$ cat src/rtl/rand_arbiter_if.sv
// rand_arbiter_if: request/result bundle between N requesters and rand_arbiter.
//   req      : per-requester request level, held until that requester's ack
//   min_flat : per-requester minimum, requester i at [i*WIDTH +: WIDTH]
//   max_flat : per-requester maximum, same packing
//   ack      : one-hot, one-cycle result strobe
//   rnd_out  : scaled random result, held until the next result
//   gnt_id   : index of the current or last granted requester
//   busy     : high while a request is in flight (grant through recovery)
interface rand_arbiter_if #(
    parameter int WIDTH = 8,
    parameter int N     = 4
);
    localparam int GW = $clog2(N);

    logic [N-1:0]       req;
    logic [N*WIDTH-1:0] min_flat;
    logic [N*WIDTH-1:0] max_flat;
    logic [N-1:0]       ack;
    logic [WIDTH-1:0]   rnd_out;
    logic [GW-1:0]      gnt_id;
    logic               busy;

    modport master (
        output req, min_flat, max_flat,
        input  ack, rnd_out, gnt_id, busy
    );

    modport slave (
        input  req, min_flat, max_flat,
        output ack, rnd_out, gnt_id, busy
    );
endinterface

$ cat src/rtl/rand_arbiter.sv
// rand_arbiter: shares one 16-bit LFSR among N requesters with round-robin
// arbitration and reduces each drawn value into [min, max] of the granted
// requester using a 16-step restoring remainder (one bit per cycle).
//   clk   : clock, all state changes on the rising edge
//   reset : synchronous, active-high
//   bus   : rand_arbiter_if.slave (req/min/max in, ack/rnd_out/gnt_id/busy out)
// Latency: grant edge E0, remainder steps E1..E16, ack visible after E16,
// back in IDLE at E17, earliest next grant E18.
module rand_arbiter #(
    parameter int WIDTH = 8,
    parameter int N     = 4
) (
    input  logic          clk,
    input  logic          reset,
    rand_arbiter_if.slave bus
);
    localparam int GW = $clog2(N);

    typedef enum logic [1:0] {IDLE, DIV, DONE} state_t;
    state_t state, state_nx;

    logic [GW-1:0]    ptr, win, idx, gnt_q;
    logic             found, grant, last_step;
    logic [15:0]      lfsr, lfsr_nx, dividend;
    logic [WIDTH:0]   rem, span, span_nx, rem_sh, rem_step;
    logic [WIDTH-1:0] win_min, win_max, min_q, rnd_q;
    logic [N-1:0]     ack_q;
    logic             degen, busy_q;
    logic [3:0]       iter;

    // Round-robin pick: first set req at or above ptr, wrapping modulo N.
    always_comb begin
        win   = '0;
        idx   = '0;
        found = 1'b0;
        for (int k = 0; k < N; k++) begin
            idx = GW'((int'(ptr) + k) % N);
            if (!found && bus.req[idx]) begin
                found = 1'b1;
                win   = idx;
            end
        end
    end

    assign win_min = bus.min_flat[win*WIDTH +: WIDTH];
    assign win_max = bus.max_flat[win*WIDTH +: WIDTH];
    // WIDTH+1 bits so a full-range span (2^WIDTH) is representable.
    assign span_nx = {1'b0, win_max} - {1'b0, win_min} + (WIDTH+1)'(1);

    assign lfsr_nx = {lfsr[14:0], lfsr[15] ^ lfsr[13] ^ lfsr[12] ^ lfsr[10]};

    // One restoring step: shift in the next dividend bit, subtract if it fits.
    // rem < span <= 2^WIDTH, so the shifted value always fits in WIDTH+1 bits.
    assign rem_sh   = (rem << 1) | {{WIDTH{1'b0}}, dividend[15]};
    assign rem_step = (rem_sh >= span) ? (rem_sh - span) : rem_sh;

    always_ff @(posedge clk) begin
        if (reset) state <= IDLE;
        else       state <= state_nx;
    end

    always_comb begin
        state_nx  = state;
        grant     = 1'b0;
        last_step = 1'b0;
        unique case (state)
            IDLE: if (found) begin
                grant    = 1'b1;
                state_nx = DIV;
            end
            DIV: if (iter == 4'd15) begin
                last_step = 1'b1;
                state_nx  = DONE;
            end
            DONE:    state_nx = IDLE;
            default: state_nx = IDLE;
        endcase
    end

    always_ff @(posedge clk) begin
        if (reset) begin
            ptr      <= '0;
            lfsr     <= 16'hACE1;
            dividend <= '0;
            rem      <= '0;
            span     <= '0;
            min_q    <= '0;
            degen    <= 1'b0;
            iter     <= '0;
            gnt_q    <= '0;
            ack_q    <= '0;
            rnd_q    <= '0;
            busy_q   <= 1'b0;
        end else begin
            ack_q  <= '0;
            // Stays high through the recovery IDLE cycle, so busy=0 means the
            // next edge can grant.
            busy_q <= grant | (state != IDLE);
            if (grant) begin
                gnt_q    <= win;
                ptr      <= (win == GW'(N - 1)) ? '0 : win + GW'(1);
                min_q    <= win_min;
                span     <= span_nx;
                degen    <= (win_max <= win_min);
                dividend <= lfsr;
                lfsr     <= lfsr_nx;
                rem      <= '0;
                iter     <= '0;
            end else if (state == DIV) begin
                rem      <= rem_step;
                dividend <= {dividend[14:0], 1'b0};
                iter     <= iter + 4'd1;
                if (last_step) begin
                    ack_q[gnt_q] <= 1'b1;
                    rnd_q        <= degen ? min_q : min_q + rem_step[WIDTH-1:0];
                end
            end
        end
    end

    assign bus.ack     = ack_q;
    assign bus.rnd_out = rnd_q;
    assign bus.gnt_id  = gnt_q;
    assign bus.busy    = busy_q;
endmodule

$ cat src/flat_wrapper.sv
// flat-port wrapper written by rule: the top's interface ports become plain ports
module rand_arbiter_flat 
#(
    parameter int WIDTH = 8,
    parameter int N     = 4
)
  (clk, reset, bus_req, bus_min_flat, bus_max_flat, bus_ack, bus_rnd_out, bus_gnt_id, bus_busy);
  rand_arbiter_if #(.WIDTH(WIDTH), .N(N)) bus_i ();
  input  logic clk;
  input  logic reset;
  input wire logic [$bits(bus_i.req)-1:0] bus_req;
  input wire logic [$bits(bus_i.min_flat)-1:0] bus_min_flat;
  input wire logic [$bits(bus_i.max_flat)-1:0] bus_max_flat;
  output wire logic [$bits(bus_i.ack)-1:0] bus_ack;
  output wire logic [$bits(bus_i.rnd_out)-1:0] bus_rnd_out;
  output wire logic [$bits(bus_i.gnt_id)-1:0] bus_gnt_id;
  output wire logic [$bits(bus_i.busy)-1:0] bus_busy;
  assign bus_i.req = bus_req;
  assign bus_i.min_flat = bus_min_flat;
  assign bus_i.max_flat = bus_max_flat;
  assign bus_ack = bus_i.ack;
  assign bus_rnd_out = bus_i.rnd_out;
  assign bus_gnt_id = bus_i.gnt_id;
  assign bus_busy = bus_i.busy;
  rand_arbiter #(.WIDTH(WIDTH), .N(N)) u_core (.clk(clk), .reset(reset), .bus(bus_i));
endmodule
$ cat config.mk
export PLATFORM = sky130hd
export DESIGN_NAME = rand_arbiter_flat
export DESIGN_NICKNAME = d
export VERILOG_FILES = /design/src/rtl/rand_arbiter_if.sv /design/src/rtl/rand_arbiter.sv /design/src/flat_wrapper.sv
export SDC_FILE = /design/constraint.sdc
export NUM_CORES = 1
export LEC_CHECK = 0
export ABC_AREA = 1
export CAP_MARGIN = 15
export CORE_ASPECT_RATIO = 1.5
export CORE_MARGIN = 1.5
export CORE_UTILIZATION = 45
export CTS_CLUSTER_DIAMETER = 150
export DETAILED_ROUTE_END_ITERATION = 8
export PLACE_DENSITY = 0.69
export SYNTH_ARGS = -nofsm -noshare
export SYNTH_HDL_FRONTEND = slang
export SYNTH_SLANG_ARGS = --single-unit
$ cat constraint.sdc
create_clock -name clk -period 5 [get_ports clk]
set_input_delay 0.75 -clock clk [delete_from_list [all_inputs] [get_ports clk]]
set_output_delay 0.75 -clock clk [all_outputs]
set_load 0.03 [all_outputs]
==> results.py <==
metrics = {
    "outcome": {
        "status": "complete, no violations",
    },
    "layout": {
        "utilization_pct": 57.39,
        "diodes": 0,
        "fillers": 1096,
        "nets": 911,
        "drive_gt1_share_pct": 5.978,
        "layout-area-overhead-vs-synth_pct": 24.17,
        "multi_input_area_um2": 2990,
        "fin_cells": 950,
        "seq_area_um2": 1622,
    },
    "clocking": {
        "cts_hold_buf": 0,
        "ctsRootBufferMaster": "clkbuf_16",
        "cts_resized": 0,
        "clk_latency_ps": 340,
        "cts_tree": "done",
        "clockBufferDepth": 2,
        "htreeDepth": 3,
        "cts.clk_slew.worst_paths_ps": 70,
        "cts_made_buffers": 9,
        "cts_setup_buffers": 0,
        "clock-sinks": 81,
    },
    "timing": {
        "fin_setup_tns_ps": 0,
        "fmax_mhz": 236.9,
        "hold_violations": 0,
        "skew_ps": 6.791,
        "slew_headroom_pct": 47.70,
        "rsz0062_at_grt": "false",
        "drv_slew": 0,
        "setup_violations": 0,
        "worst_pin_slew_ps": 782.6,
        "fin_crit_ps": 4221,
        "fin_crit_sh_pct": 84.42,
    },
    "placement": {
        "dp_hpwl_um": 10420,
        "gp_congestion": 0.9015,
        "place_inst": 934,
        "port_buffers": 84,
    },
    "yosys": {
        "syn_avg_cell_area_um2": 7.058,
        "yosys.area.top_type_share_pct": 31.73,
        "syn_area_um2": 5110,
        "syn_nets": 837,
        "yosysMostFrequentCell": "nand2_1",
        "synth_edf_count": 0,
        "async_flop_share_pct": 0,
        "synth_commonest_cells": "190 x nand2_1, 81 x dfxtp_1, 81 x inv_1, 78 x nand3_1, 46 x o21ai_0",
        "yosysTopAreaCell": "dfxtp_1",
        "synthCells": 724,
        "netlist_top_cells_area": "dfxtp_1 32%, nand2_1 14%, ha_1 9.1%",
        "synthFlopType": "dfxtp_1",
        "ys_seq_area_share_pct": 31.73,
        "ys_ff_latch": 81,
        "yosysWarnings": 0,
        "synth.distinct_cells": 44,
    },
    "floorplan": {
        "coreArea_um2": 11060,
        "start_util_pct": 46.22,
        "die_height_um": 133.5,
        "rows": 47,
        "die_w_um": 90.01,
        "die-area_um2": 12020,
        "pin_count": 85,
    },
    "drt": {
        "dr.first_iter.drc_count": 228,
        "postRouteAntennaNets": 0,
        "wl_um": 13310,
        "drc_errors": 0,
        "wl_per_cell_um": 14.01,
        "routed-via-count": 4928,
        "vias_per_cell": 5.187,
        "first_pass_iters": 6,
    },
    "worst_setup_path": {
        "cp-end-kind": "register",
        "required_ps": 5270,
        "critical_path.max_fanout": 25,
        "crit_type": "in -> reg",
        "cp.buffers_inverters": 6,
        "critPathMaxStageDelay_ps": 470,
        "worst-path-stages": 23,
        "slowest_stage": "clkdlybuf4s50_1",
        "start_kind": "primary input",
        "reg2reg_depth": 24,
        "crit_chain": "clkdlybuf4s50_1 > inv_1 > o21ai_0 > nand2_1 > nand2_1 > inv_1 > nand3_2 > nand3_4 > inv_4 > nand2_1 > nand3_1 > nand2_1 > ha_1 > inv_1 > ha_1 > inv_1 > fa_1 > o21ai_0 > nand2_1 > nand2_1 > a21oi_1 > xor2_1 > a21oi_1",
        "cp.arrival_ps": 4490,
        "path_common_cell": "nand2_1",
        "cpLargestDelayFamily": "simple AND/OR/NAND/NOR gates",
    },
    "global_routing": {
        "grt_util_met1_pct": 25.54,
        "grt_busiest_layer": "met2",
        "grt_max_degree": 32,
        "grtUsageMet3_pct": 3.196,
        "antenna_found_initial": 0,
        "grt_pass1_vias": 4829,
        "use_met2_pct": 41.58,
        "grt_pass1_wl_um": 21950,
        "grtUsageTotal_pct": 22.76,
        "grt_overflow": 0,
    },
    "hold_path": {
        "min_path_type": "reg -> reg",
        "whs_path_depth": 2,
    },
    "flow_run": {
        "cap_viol_max_count": 0,
    },
}
layout make-up:
cell class / count / area share [%]
multi-input combinational: 529 / 47.13
sequential: 81 / 25.56
timing repair buffer: 89 / 13.84
inverter: 88 / 5.285
clock buffer: 10 / 3.767
tap: 147 / 2.899
clock inverter: 6 / 1.518
stage by stage:
step / hold WS (ps) / setup slack [ps] / area, µm²
global placement: 444.0 / 537.0 / 6010
finish: 465.8 / 779.2 / 6345
floorplan: 428.6 / 1338 / 5110
detailed placement: 451.9 / 423.5 / 6010
CTS: 468.3 / 769.6 / 6345
global route: 502.3 / 375.3 / 6345
state kept, by name (all words and copies together) (netlist names):
name,cells
u_core.bus.ack,4
u_core.span,9
u_core.ptr,2
u_core.iter,4
u_core.min_q,8
u_core.bus.rnd_out,8
u_core.bus.gnt_id,2
u_core.degen,1
u_core.rem,8
u_core.dividend,16
u_core.lfsr,16
u_core.state,2
u_core.bus.busy,1
placed cells by master, fill, tap and decap left out, types with 9 or more instances in the layout:
cell,netlist,layout
clkdlybuf4s50_1,0,84
clkbuf_16,0,9
o21ai_0,46,46
inv_1,81,81
a21oi_1,32,32
o22ai_1,9,9
nand2_1,190,190
nor2_1,33,33
nand4_1,13,13
dfxtp_1,81,81
ha_1,37,37
xor2_1,10,10
nand3_1,78,78
o211ai_1,14,14
tightest hold or removal path: stages (launching register included):
cell	delay [ps]
dfxtp_1	330
nand2_1	50
o21ai_0	50
routing by layer:
| metal | part of all wire (%) | wire length (µm) | vias to the layer above |
|---|---|---|---|
| met5 | 0 | 0 | - |
| met4 | 3.5 | 469 | 0 |
| met3 | 4.5 | 602 | 24 |
| met2 | 52 | 6886 | 156 |
| met1 | 40 | 5351 | 2205 |
| li1 | - | - | 2543 |
kinds of logic after synthesis:
family / after synthesis / synth area share (%)
fa+ha+maj: 43 / 11.41
flops: 81 / 31.73
xor+xnor: 18 / 3.232
buf+inv: 114 / 9.745
compound gates: 125 / 14.01
simple gates: 343 / 29.87
worst paths after layout:
check / startpoint / endpoint / slack (ps)
worst max register to register: u_core.ptr[0] / u_core.span[7] / 940
worst min-delay path: u_core.lfsr[9] / u_core.lfsr[9] / 470
worst max-delay path: bus_req[2] / u_core.span[7] / 780
worst min register to register: u_core.lfsr[9] / u_core.lfsr[9] / 470
Power is left out: the tool's default activity adds up to more than one toggle a clock period on the data nets, which glitch-free logic cannot reach.
